[src/rtl/if_stage.sv]
// ----------------------------------------------------------------------------
// if_stage -- instruction fetch stage with a one-entry skid buffer and
// redirect handling for an in-order pipeline.
//
// Ports
//   clk         sole clock, all state updates on the rising edge
//   reset       synchronous, active-high reset
//   imem_addr   fetch address (the registered PCF)
//   imem_req    fetch request, held with a stable imem_addr until imem_ready
//   imem_ready  imem_rdata valid this cycle, completes the request
//   imem_rdata  returned instruction word
//   PCSrc       redirect (taken branch / jal) from execute
//   PCTarget    redirect address
//   StallD      decode cannot accept a new instruction
//   InstrD      IF/ID instruction (NOP 0x00000013 when a bubble)
//   PCD         PC of InstrD
//   PCPlus4D    PCD + 4
//   ValidD      InstrD is a real instruction, not a bubble
//
// Optional feature: define IF_STAGE_PERF_CNT_EN to add
//   fetch_cnt   instructions loaded into IF/ID with ValidD=1
//   bubble_cnt  cycles in which IF/ID was loaded with a bubble
// ----------------------------------------------------------------------------
module if_stage #(
    parameter logic [31:0] RESET_PC = 32'h0000_0000
) (
    input  logic        clk,
    input  logic        reset,
    output logic [31:0] imem_addr,
    output logic        imem_req,
    input  logic        imem_ready,
    input  logic [31:0] imem_rdata,
    input  logic        PCSrc,
    input  logic [31:0] PCTarget,
    input  logic        StallD,
    output logic [31:0] InstrD,
    output logic [31:0] PCD,
    output logic [31:0] PCPlus4D,
    output logic        ValidD
`ifdef IF_STAGE_PERF_CNT_EN
    ,
    output logic [31:0] fetch_cnt,
    output logic [31:0] bubble_cnt
`endif
);

    localparam logic [31:0] NOP = 32'h0000_0013;

    // FETCH    : request outstanding, decode side free to receive
    // BUFFERED : a fetched word waits in the skid buffer, no request
    // DROP     : request outstanding whose data must be thrown away
    typedef enum logic [1:0] {
        FETCH    = 2'b00,
        BUFFERED = 2'b01,
        DROP     = 2'b10
    } state_t;

    state_t      state_reg, state_next;
    logic [31:0] pcf_reg, pcf_next;
    logic [31:0] redir_reg, redir_next;
    logic [31:0] skid_instr_reg, skid_instr_next;
    logic [31:0] skid_pc_reg, skid_pc_next;
    logic [31:0] instr_d_reg, instr_d_next;
    logic [31:0] pcd_reg, pcd_next;
    logic [31:0] pcplus4d_reg, pcplus4d_next;
    logic        validd_reg, validd_next;

    logic        load_word;
    logic        load_bubble;
    logic [31:0] word_sel;
    logic [31:0] word_pc;

    always_comb begin
        state_next      = state_reg;
        pcf_next        = pcf_reg;
        redir_next      = redir_reg;
        skid_instr_next = skid_instr_reg;
        skid_pc_next    = skid_pc_reg;
        load_word       = 1'b0;
        load_bubble     = 1'b0;
        word_sel        = imem_rdata;
        word_pc         = pcf_reg;

        if (PCSrc) begin
            // Flush wins over StallD; the skid contents are wrong-path.
            load_bubble     = 1'b1;
            skid_instr_next = '0;
            skid_pc_next    = '0;
            case (state_reg)
                FETCH: begin
                    if (imem_ready) begin
                        pcf_next = PCTarget;
                    end else begin
                        // Request cannot be withdrawn: remember the target
                        // and let the stale response drain first.
                        redir_next = PCTarget;
                        state_next = DROP;
                    end
                end
                DROP: begin
                    if (imem_ready) begin
                        pcf_next   = PCTarget;
                        state_next = FETCH;
                    end else begin
                        redir_next = PCTarget;
                    end
                end
                default: begin
                    pcf_next   = PCTarget;
                    state_next = FETCH;
                end
            endcase
        end else begin
            case (state_reg)
                FETCH: begin
                    if (imem_ready) begin
                        pcf_next = pcf_reg + 32'd4;
                        if (!StallD) begin
                            load_word = 1'b1;
                        end else begin
                            skid_instr_next = imem_rdata;
                            skid_pc_next    = pcf_reg;
                            state_next      = BUFFERED;
                        end
                    end else if (!StallD) begin
                        load_bubble = 1'b1;
                    end
                end
                BUFFERED: begin
                    if (!StallD) begin
                        load_word  = 1'b1;
                        word_sel   = skid_instr_reg;
                        word_pc    = skid_pc_reg;
                        state_next = FETCH;
                    end
                end
                DROP: begin
                    if (!StallD) begin
                        load_bubble = 1'b1;
                    end
                    if (imem_ready) begin
                        pcf_next   = redir_reg;
                        state_next = FETCH;
                    end
                end
                default: begin
                    state_next = FETCH;
                end
            endcase
        end

        instr_d_next  = instr_d_reg;
        pcd_next      = pcd_reg;
        pcplus4d_next = pcplus4d_reg;
        validd_next   = validd_reg;
        if (load_word) begin
            instr_d_next  = word_sel;
            pcd_next      = word_pc;
            pcplus4d_next = word_pc + 32'd4;
            validd_next   = 1'b1;
        end else if (load_bubble) begin
            instr_d_next = NOP;
            validd_next  = 1'b0;
        end
    end

    always_ff @(posedge clk) begin
        if (reset) begin
            state_reg      <= FETCH;
            pcf_reg        <= RESET_PC;
            redir_reg      <= '0;
            skid_instr_reg <= '0;
            skid_pc_reg    <= '0;
            instr_d_reg    <= NOP;
            pcd_reg        <= '0;
            pcplus4d_reg   <= '0;
            validd_reg     <= 1'b0;
        end else begin
            state_reg      <= state_next;
            pcf_reg        <= pcf_next;
            redir_reg      <= redir_next;
            skid_instr_reg <= skid_instr_next;
            skid_pc_reg    <= skid_pc_next;
            instr_d_reg    <= instr_d_next;
            pcd_reg        <= pcd_next;
            pcplus4d_reg   <= pcplus4d_next;
            validd_reg     <= validd_next;
        end
    end

    // Address comes straight from a register: no path from the pipeline
    // control inputs or the memory data to imem_addr.
    assign imem_addr = pcf_reg;
    assign imem_req  = !reset && (state_reg != BUFFERED);
    assign InstrD    = instr_d_reg;
    assign PCD       = pcd_reg;
    assign PCPlus4D  = pcplus4d_reg;
    assign ValidD    = validd_reg;

`ifdef IF_STAGE_PERF_CNT_EN
    logic [31:0] fetch_cnt_reg;
    logic [31:0] bubble_cnt_reg;

    always_ff @(posedge clk) begin
        if (reset) begin
            fetch_cnt_reg  <= '0;
            bubble_cnt_reg <= '0;
        end else begin
            if (load_word) begin
                fetch_cnt_reg <= fetch_cnt_reg + 32'd1;
            end
            if (load_bubble) begin
                bubble_cnt_reg <= bubble_cnt_reg + 32'd1;
            end
        end
    end

    assign fetch_cnt  = fetch_cnt_reg;
    assign bubble_cnt = bubble_cnt_reg;
`endif

endmodule

[config.mk]
export PLATFORM = sky130hd
export DESIGN_NAME = if_stage
export DESIGN_NICKNAME = d
export VERILOG_FILES = /design/src/rtl/if_stage.sv
export SDC_FILE = /design/constraint.sdc
export NUM_CORES = 1
export LEC_CHECK = 0
export BUFFER_PORTS_ARGS = -buffer_cell sky130_fd_sc_hd__buf_2
export CAP_MARGIN = 25
export CORE_MARGIN = 10
export CORE_UTILIZATION = 60
export DETAILED_ROUTE_END_ITERATION = 10
export PLACE_DENSITY = 0.85
export SLEW_MARGIN = 25
export SYNTH_ARGS = -nofsm -noshare
export SYNTH_HDL_FRONTEND = slang
export SYNTH_SLANG_ARGS = --single-unit
[constraint.sdc]
create_clock -name clk -period 9.1 [get_ports clk]
set_input_delay 0.91 -clock clk [delete_from_list [all_inputs] [get_ports clk]]
set_output_delay 0.91 -clock clk [all_outputs]
set_load 0.1 [all_outputs]
==> After elaboration in Yosys (flattened, before gate mapping) <==
Index checks and enable logic that the tools add are counted.
{ "classes": {"n_bitwise": 1, "n_mux": 31, "n_addsub": 2, "eq_ne": 9, "n_reduce_logical": 11} }
{ "ops": {"columns": ["op", "n"], "rows": [
  ["$mux 32", 13],
  ["$add 32x3->32 const B", 2],
  ["$pmux 32 s2", 1],
  ["$ne 3x3->1 const B", 6],
  ["$mux 2", 6],
  ["$reduce_and 4->1", 2],
  ["$mux 1", 7],
  ["$pmux 2 s3", 1],
  ["$pmux 1 s2", 2],
  ["$pmux 2 s2", 1],
  ["$reduce_or 2->1", 2],
  ["$reduce_and 3->1", 1],
  ["$reduce_bool 3->1", 1],
  ["$eq 2x1->1 const B", 1],
  ["$eq 2x2->1 const B", 1],
  ["$logic_not 2->1", 1],
  ["$ne 2x1->1 const B", 1],
  ["$reduce_and 2->1", 1],
  ["$reduce_bool 2->1", 1],
  ["$logic_and 1x1->1", 1],
  ["$logic_not 1->1", 1],
  ["$not 1->1", 1]
]} }
{ "word_totals": {"regBits": 227, "output_inout_bits": 130, "elab_cells": 63, "inputBits": 69} }

==> Logic depth before layout (Yosys ltp) <==
Gate-level depths: netlist (run 1).
{ "logic_depth": {"word_depth": 6, "ltp_mapped": 15} }

==> Worst setup path before layout (run 1) <==
Ideal clock, no wire load.
{ "synth_path": {"kind": "input to register", "from": "in PCSrc", "to": "reg pcplus4d_reg[30] (netlist: PCPlus4D[30])", "path_slack_ns": 5.084, "setup_time_ns": 0.120, "path_stages": 14, "path_buffers": 4, "arrival_time_ns": 3.896, "required_ns": 8.980, "path_cell_list": "buf_2 nor4b_4 buf_2 clkbuf_1 nand2_1 nand2_1 ha_1 clkbuf_1 nand2_1 or4_4 a22oi_4 nand2b_4 o311a_1 a211o_1"} }
{ "synth_via": {"elab_chain_len": 2, "elab_cells_between_ends": 3} }
{ "synth_lines": {"columns": ["item", "line", "rtl"], "rows": [
  ["start, declared", "33", "input logic PCSrc,"],
  ["$mux 32", "84", "if (PCSrc) begin"],
  ["net word_pc[2]", "71", "logic [31:0] word_pc;"],
  ["$add 32x3->32", "159", "pcplus4d_next = word_pc + 32'd4;"],
  ["end signal, assigned", "186", "pcplus4d_reg <= pcplus4d_next;"],
  ["end, declared", "65", "logic [31:0] pcplus4d_reg, pcplus4d_next;"]
]} }
The timed path passes the listed nets, and every way through them passes these cells.
A chain may end at the register's enable or synchronous reset.

==> Final worst setup path (run 1) <==
Ends and elaborated chain as after synthesis.

==> results.yml, run 1 <==
status:
  status: "complete, no violations"
critical_path:
  cp_slowest_cell: "or4b_4"
  crit_required_ns: 9.50
  crit_fanout: 65
  start_kind: "input pin"
  crit_start: "PCSrc"
  critPathMaxStageDelay_ns: 0.78
  path_common_cell: "nand2_1"
  r2r-start: "state_reg[1]"
  cp_top_family: "simple AND/OR/NAND/NOR gates"
  crit_arrival_ns: 4.34
  critPathBufInv: 2
  cp-end-kind: "flip-flop"
  path_cells: "buf_2, buf_4, or4b_4, nand2_1, nand2_1, ha_1, nand2_1, or4_4, a22oi_4, nand2b_4, o311a_1, a211o_1"
  crit_type: "in -> reg"
sta:
  fin_tns_setup_ns: 0
  tightest_slew_ns: 0.857
  period_share: 0.433
  rsz0062_at_grt: "false"
  hold_violations: 0
  slew_headroom: 0.429
  setup_viol: 0
  fmax_mhz: 254
  skew_ns: 0.0128
  fin_crit_ns: 3.94
  maxSlewViolCount: 0
placed_design:
  dp_hpwl_um: 21200
  gp_congestion: 0.880
  place_inst: 1718
  port_buffers: 198
die:
  die_y_um: 152
  rows: 48
  coreArea_um2: 17200
  die_w_um: 152
  io_pins: 199
  initial_core_util: 0.611
  dieArea_um2: 23200
clock_tree:
  cts_tree: "done"
  cts_buffer_depth: 3
  holdBufCountCts: 0
  cts-buffers-inserted: 24
  cts_resized: 0
  postCtsSetupBuffers: 0
  clkLatencyLatePin_ns: 0.52
  clockRootBuffer: "clkbuf_16"
  cts_sinks: 225
  path_clk_slew_ns: 0.06
  cts_htree_levels: 1
logic_synthesis:
  synth-seq-cells: 225
  syn_inst: 1403
  ys_seq_area_frac: 0.428
  synthArstFlopShare: 0
  ys.flop_type: "dfxtp_1"
  yosysUniqueCellTypes: 67
  synth_edf_count: 0
  syn_nets: 1474
  synth_area_per_cell_um2: 7.50
  synth_warnings: 0
  netlist_area_um2: 10500
layout:
  drive_above_1_share: 0.177
  layout.nets: 1590
  syn_to_final_growth_pct: 16.8
  final_cells: 1761
  fin_util: 0.713
pwr:
  max-vdd-ir-drop_v: 0.000161
  pwr-share-comb: 0.159
  report.power.total_w: 0.00249
  seq_power_share: 0.426
  clkPwrFrac: 0.415
  power_density_nw_per_um2: 203
  netSwitchingPower_w: 0.000748
  leakage_nw: 4.81
  internal-power_w: 0.00175
  p_sw_frac: 0.300
global_routing:
  grt_pass1_vias: 9988
  grt_pass1_wl_um: 52000
  track_usage: 0.259
  antenna_found_initial: 2
  overflow: 0
  grt_max_degree: 87
run:
  drv_cap: 0
worst_hold_path:
  holdCritPathClass: "reg -> reg"
  min_from: "PCPlus4D[4]"
route:
  ant_nets: 0
  viasPerCell: 6.05
  top_layer_used: "met4"
  wl_met3_um: 3190
  first_pass_iters: 6
  wl_um: 32000
  drc: 0
  wl_met2_um: 14300
  vias: 10700
  routedWlPerCell_um: 18.2
  drt-met1-wl_um: 13500
  drt_iter0_drc: 1272
cells in the final DEF, fill, tap and decap left out, drive strengths merged, types with 3 or more instances in the layout:
cell / instances
a311oi: 12
a21oi: 196
clkinv: 4
nor4: 9
clkbuf: 34
a211oi: 51
a211o: 4
nor2: 128
dfxtp: 225
and3: 22
o211ai: 5
o22ai: 3
nor3b: 3
and2: 3
xor2: 21
o311ai: 3
a31oi: 7
nand3b: 14
mux2i: 26
nand3: 29
nand4: 14
or4: 7
or3: 4
and4: 3
bufinv: 4
nand2: 351
nand2b: 8
buf: 212
o21ai: 51
inv: 3
a221oi: 4
nor3: 28
xnor2: 10
Yosys cell counts (3+ instances only):
library cell | instances | share of area
mux2i_1 | 25 | 0.024
nor2_1 | 128 | 0.046
nor3_1 | 28 | 0.013
or4_1 | 5 | 0.0036
nand3b_1 | 14 | 0.010
a211o_1 | 4 | 0.0033
clkbuf_1 | 95 | 0.034
a21oi_1 | 196 | 0.093
nand2_1 | 351 | 0.13
buf_2 | 6 | 0.0029
o211ai_1 | 5 | 0.0036
and2_1 | 3 | 0.0018
o21ai_0 | 50 | 0.024
and4_1 | 3 | 0.0025
a211oi_1 | 50 | 0.036
o311ai_0 | 3 | 0.0025
nand3_1 | 29 | 0.014
nor4_1 | 8 | 0.0048
xor2_1 | 21 | 0.017
nand4_1 | 14 | 0.0083
and3_1 | 22 | 0.013
a221oi_1 | 4 | 0.0033
inv_1 | 3 | 0.0011
or3_1 | 4 | 0.0024
a311oi_1 | 12 | 0.010
a31oi_1 | 7 | 0.0042
nor3b_1 | 3 | 0.0021
dfxtp_1 | 225 | 0.43
o22ai_1 | 3 | 0.0018
nand2b_1 | 7 | 0.0042
xnor2_1 | 10 | 0.0083
buf_1 | 16 | 0.0057
through the flow:
stage | worst slack [ns] | area (um2) | hold slack [ns]
finish | 5.16 | 12300 | 0.450
global route | 4.91 | 12300 | 0.469
CTS | 5.20 | 12300 | 0.450
detailed placement | 4.70 | 11500 | 0.442
global placement | 4.76 | 11400 | 0.438
floorplan | 5.08 | 10500 | 0.432
power by group through the flow:
stage          Combinational (W)  Sequential [W]  Clock [W]
2_1_floorplan           0.000156         0.00123          0
3_3_place_gp            0.000389         0.00108          0
3_5_place_dp            0.000393         0.00108          0
4_1_cts                 0.000396         0.00106    0.00104
5_1_grt                 0.000422         0.00107    0.00108
6_report                0.000398         0.00106    0.00103
path summary, 6_finish.rpt:
path | to | slack, ns | cells past startpoint
setup / recovery | PCPlus4D[30] | 5.16 | 12
hold / removal | PCPlus4D[4] | 0.45 | 2
setup reg to reg | PCPlus4D[30] | 5.62 | 10
hold reg to reg | PCPlus4D[4] | 0.45 | 2
layout make-up:
| class | instances | area (um2) |
|---|---|---|
| Sequential cell | 225 | 4500 |
| Clock buffer | 34 | 699 |
| Timing Repair Buffer | 212 | 1100 |
| Tap cell | 225 | 282 |
| Antenna cell | 2 | 5.00 |
| Fill cell | 1407 | 4950 |
| Inverter | 4 | 15.0 |
| Clock inverter | 7 | 135 |
| Multi-Input combinational cell | 1052 | 5550 |
tightest hold or removal path, delay by kind of cell (launching register included):
family,cells,cell delay [ns]
flip-flops,1,0.30
AND/OR/NAND/NOR,1,0.05
AO/OA/AOI/OAI,1,0.05
layer usage:
layer  vias up  track usage
met5         -            0
met2       532        0.401
met4         0        0.102
met1      4956        0.347
li1       5085            -
met3        84       0.0562
cells by family after synthesis:
| family | share of synthesized area |
|---|---|
| and+or+nand+nor | 0.264 |
| AOI/OAI and AO/OA | 0.204 |
| DFF | 0.428 |
| buffers and inverters | 0.0479 |
| xor gates and xnor gates | 0.0258 |
| muxes | 0.0281 |
| adders and majority gates | 0.00238 |
Note: power is estimated with default switching activity, not from simulation.
==> inputs of run 2 (changes only) <==
--- a/config.mk
+++ b/config.mk
@@ -8,9 +8,9 @@
 export BUFFER_PORTS_ARGS = -buffer_cell sky130_fd_sc_hd__buf_2
 export CAP_MARGIN = 25
 export CORE_MARGIN = 10
-export CORE_UTILIZATION = 60
+export CORE_UTILIZATION = 50
 export DETAILED_ROUTE_END_ITERATION = 10
-export PLACE_DENSITY = 0.85
+export PLACE_DENSITY = 0.76
 export SLEW_MARGIN = 25
 export SYNTH_ARGS = -nofsm -noshare
 export SYNTH_HDL_FRONTEND = slang
==> constraint.sdc (replaced) <==
create_clock -name clk -period 3.3 [get_ports clk]
set_input_delay 0.33 -clock clk [delete_from_list [all_inputs] [get_ports clk]]
set_output_delay 0.33 -clock clk [all_outputs]
set_load 0.1 [all_outputs]
==> run 2 against run 1 <==
  * Sequential share of layout area fell by 0.59 points
  * Global-route usage fell by 3.2 points
  * Setup slack worse by 4.7 ns
  * Wire length is 2.6% higher
  * Clock power grew to 2.7 times the previous value
  * Design area grew 1.6%
  * Total power grew to 2.7 times the previous value
  * Clock-buffer cell count rose by 3
  * Sequential power rose to 2.8 times the previous value
  * Flip-flop and latch count stayed put
  * Clock skew shrank 0.0071 ns
  * Largest cell class unchanged
==> results.yml, run 2 (synthesized netlist as in run 1, its figures left out) <==
sta:
  tightest_slew_ns: 0.878
  fin_tns_setup_ns: 0
  period_share: 0.853
  fmax_mhz: 355
  setup_viol: 0
  hold_violations: 0
  slew_headroom: 0.415
  skew_ns: 0.00565
  fin_crit_ns: 2.82
  maxSlewViolCount: 0
  rsz0062_at_grt: "false"
placed_design:
  place_inst: 1783
  dp_hpwl_um: 22500
  port_buffers: 198
  gp_congestion: 0.921
clock_tree:
  cts_sinks: 225
  cts-buffers-inserted: 25
  clkLatencyLatePin_ns: 0.51
  cts_resized: 0
  holdBufCountCts: 0
  cts_buffer_depth: 3
  path_clk_slew_ns: 0.06
  cts_htree_levels: 1
  postCtsSetupBuffers: 0
  cts_tree: "done"
  clockRootBuffer: "clkbuf_16"
layout:
  fill_cells: 1883
  mostFrequentLayoutCell: "nand2_1"
  syn_to_final_growth_pct: 18.7
  regArea_um2: 4500
  multiInputGateArea_um2: 5540
  drive_above_1_share: 0.186
  final_cells: 1827
  final_cell_mix: "351 x nand2_1, 225 x dfxtp_1, 197 x buf_2, 196 x a21oi_1, 127 x nor2_1"
  layout.nets: 1606
critical_path:
  cp_slowest_cell: "or4b_4"
  path_cells: "or4b_4, buf_4, or4_4, a211oi_4, xor2_1, o21ai_0"
  cp-end-kind: "flip-flop"
  critPathMaxStageDelay_ns: 0.73
  cp_top_family: "simple AND/OR/NAND/NOR gates"
  critPathBufInv: 1
  crit_required_ns: 3.67
  crit_type: "reg -> reg"
  start_kind: "flip-flop"
  crit_arrival_ns: 3.18
  crit_fanout: 24
route:
  routedWlPerCell_um: 18.0
  vias: 10500
  wl_um: 32900
  drt_iter0_drc: 1208
  first_pass_iters: 6
  ant_nets: 0
  drc: 0
  viasPerCell: 5.74
global_routing:
  grt_pass1_vias: 9663
  antenna_found_initial: 2
  track_usage: 0.227
  overflow: 0
  grt_pass1_wl_um: 51700
  grt_max_degree: 82
die:
  coreArea_um2: 20900
  die_w_um: 165
  rows: 53
  dieArea_um2: 27300
  io_pins: 199
  initial_core_util: 0.504
  die_y_um: 165
pwr:
  clkPwrFrac: 0.408
  max-vdd-ir-drop_v: 0.000308
  power_density_nw_per_um2: 547
  internal-power_w: 0.00475
  seq_power_share: 0.428
  p_sw_frac: 0.305
  leakage_nw: 4.90
  netSwitchingPower_w: 0.00208
  pwr-share-comb: 0.164
worst_hold_path:
  holdCritPathClass: "in -> reg"
run:
  drv_cap: 0
status:
  status: "complete, no violations"
## run 2: worst reg2reg max path: stages (launching register included)
cell and delay [ns]:
dfxtp_1 0.43, or4b_4 0.73, buf_4 0.29, or4_4 0.62, a211oi_4 0.35, xor2_1 0.16, o21ai_0 0.08
## run 2: power groups by stage
stage	Sequential, W	Combinational (W)	Clock, W
2_1_floorplan	0.00339	0.000429	0
3_3_place_gp	0.00298	0.00111	0
3_5_place_dp	0.00298	0.00111	0
4_1_cts	0.00292	0.00112	0.00282
5_1_grt	0.00294	0.00119	0.00293
6_report	0.00293	0.00112	0.00279
## run 2: area by class of cell
cell class                 count  share of cell area
inverter                       4             0.00120
clock inverter                 6             0.00641
multi-input combinational   1052               0.444
tap                          275              0.0275
clock buffer                  37              0.0593
antenna                        1            0.000200
sequential                   225               0.361
timing repair buffer         227               0.101
## run 2: metrics by stage
step                      hold WS [ns]   util  worst slack, ns  total power [W]  cell area, um2
after global placement           0.437  0.559            0.507          0.00408           11700
after global routing            0.0556  0.598            0.292          0.00706           12500
after detailed placement         0.443  0.559            0.481          0.00409           11700
after CTS                       0.0546  0.598            0.493          0.00686           12500
after floorplan                  0.432      -          0.00274          0.00382           10500
final                           0.0664  0.598            0.484          0.00683           12500
## run 2: worst paths after layout
check                 end          from  slack (ns)  depth (start not counted)
max          PCPlus4D[23]  state_reg[1]        0.48                          6
min          redir_reg[1]   PCTarget[1]        0.07                          3
max reg2reg  PCPlus4D[23]  state_reg[1]        0.48                          6
min reg2reg   PCPlus4D[4]   PCPlus4D[4]        0.45                          2
## run 2: routing by layer
layer	up-vias	track usage	routed length, um
met2	428	0.344	14400
met1	4873	0.321	14800
met4	2	0.0568	662
met3	51	0.0516	2980
li1	5125	-	-
met5	-	0	13
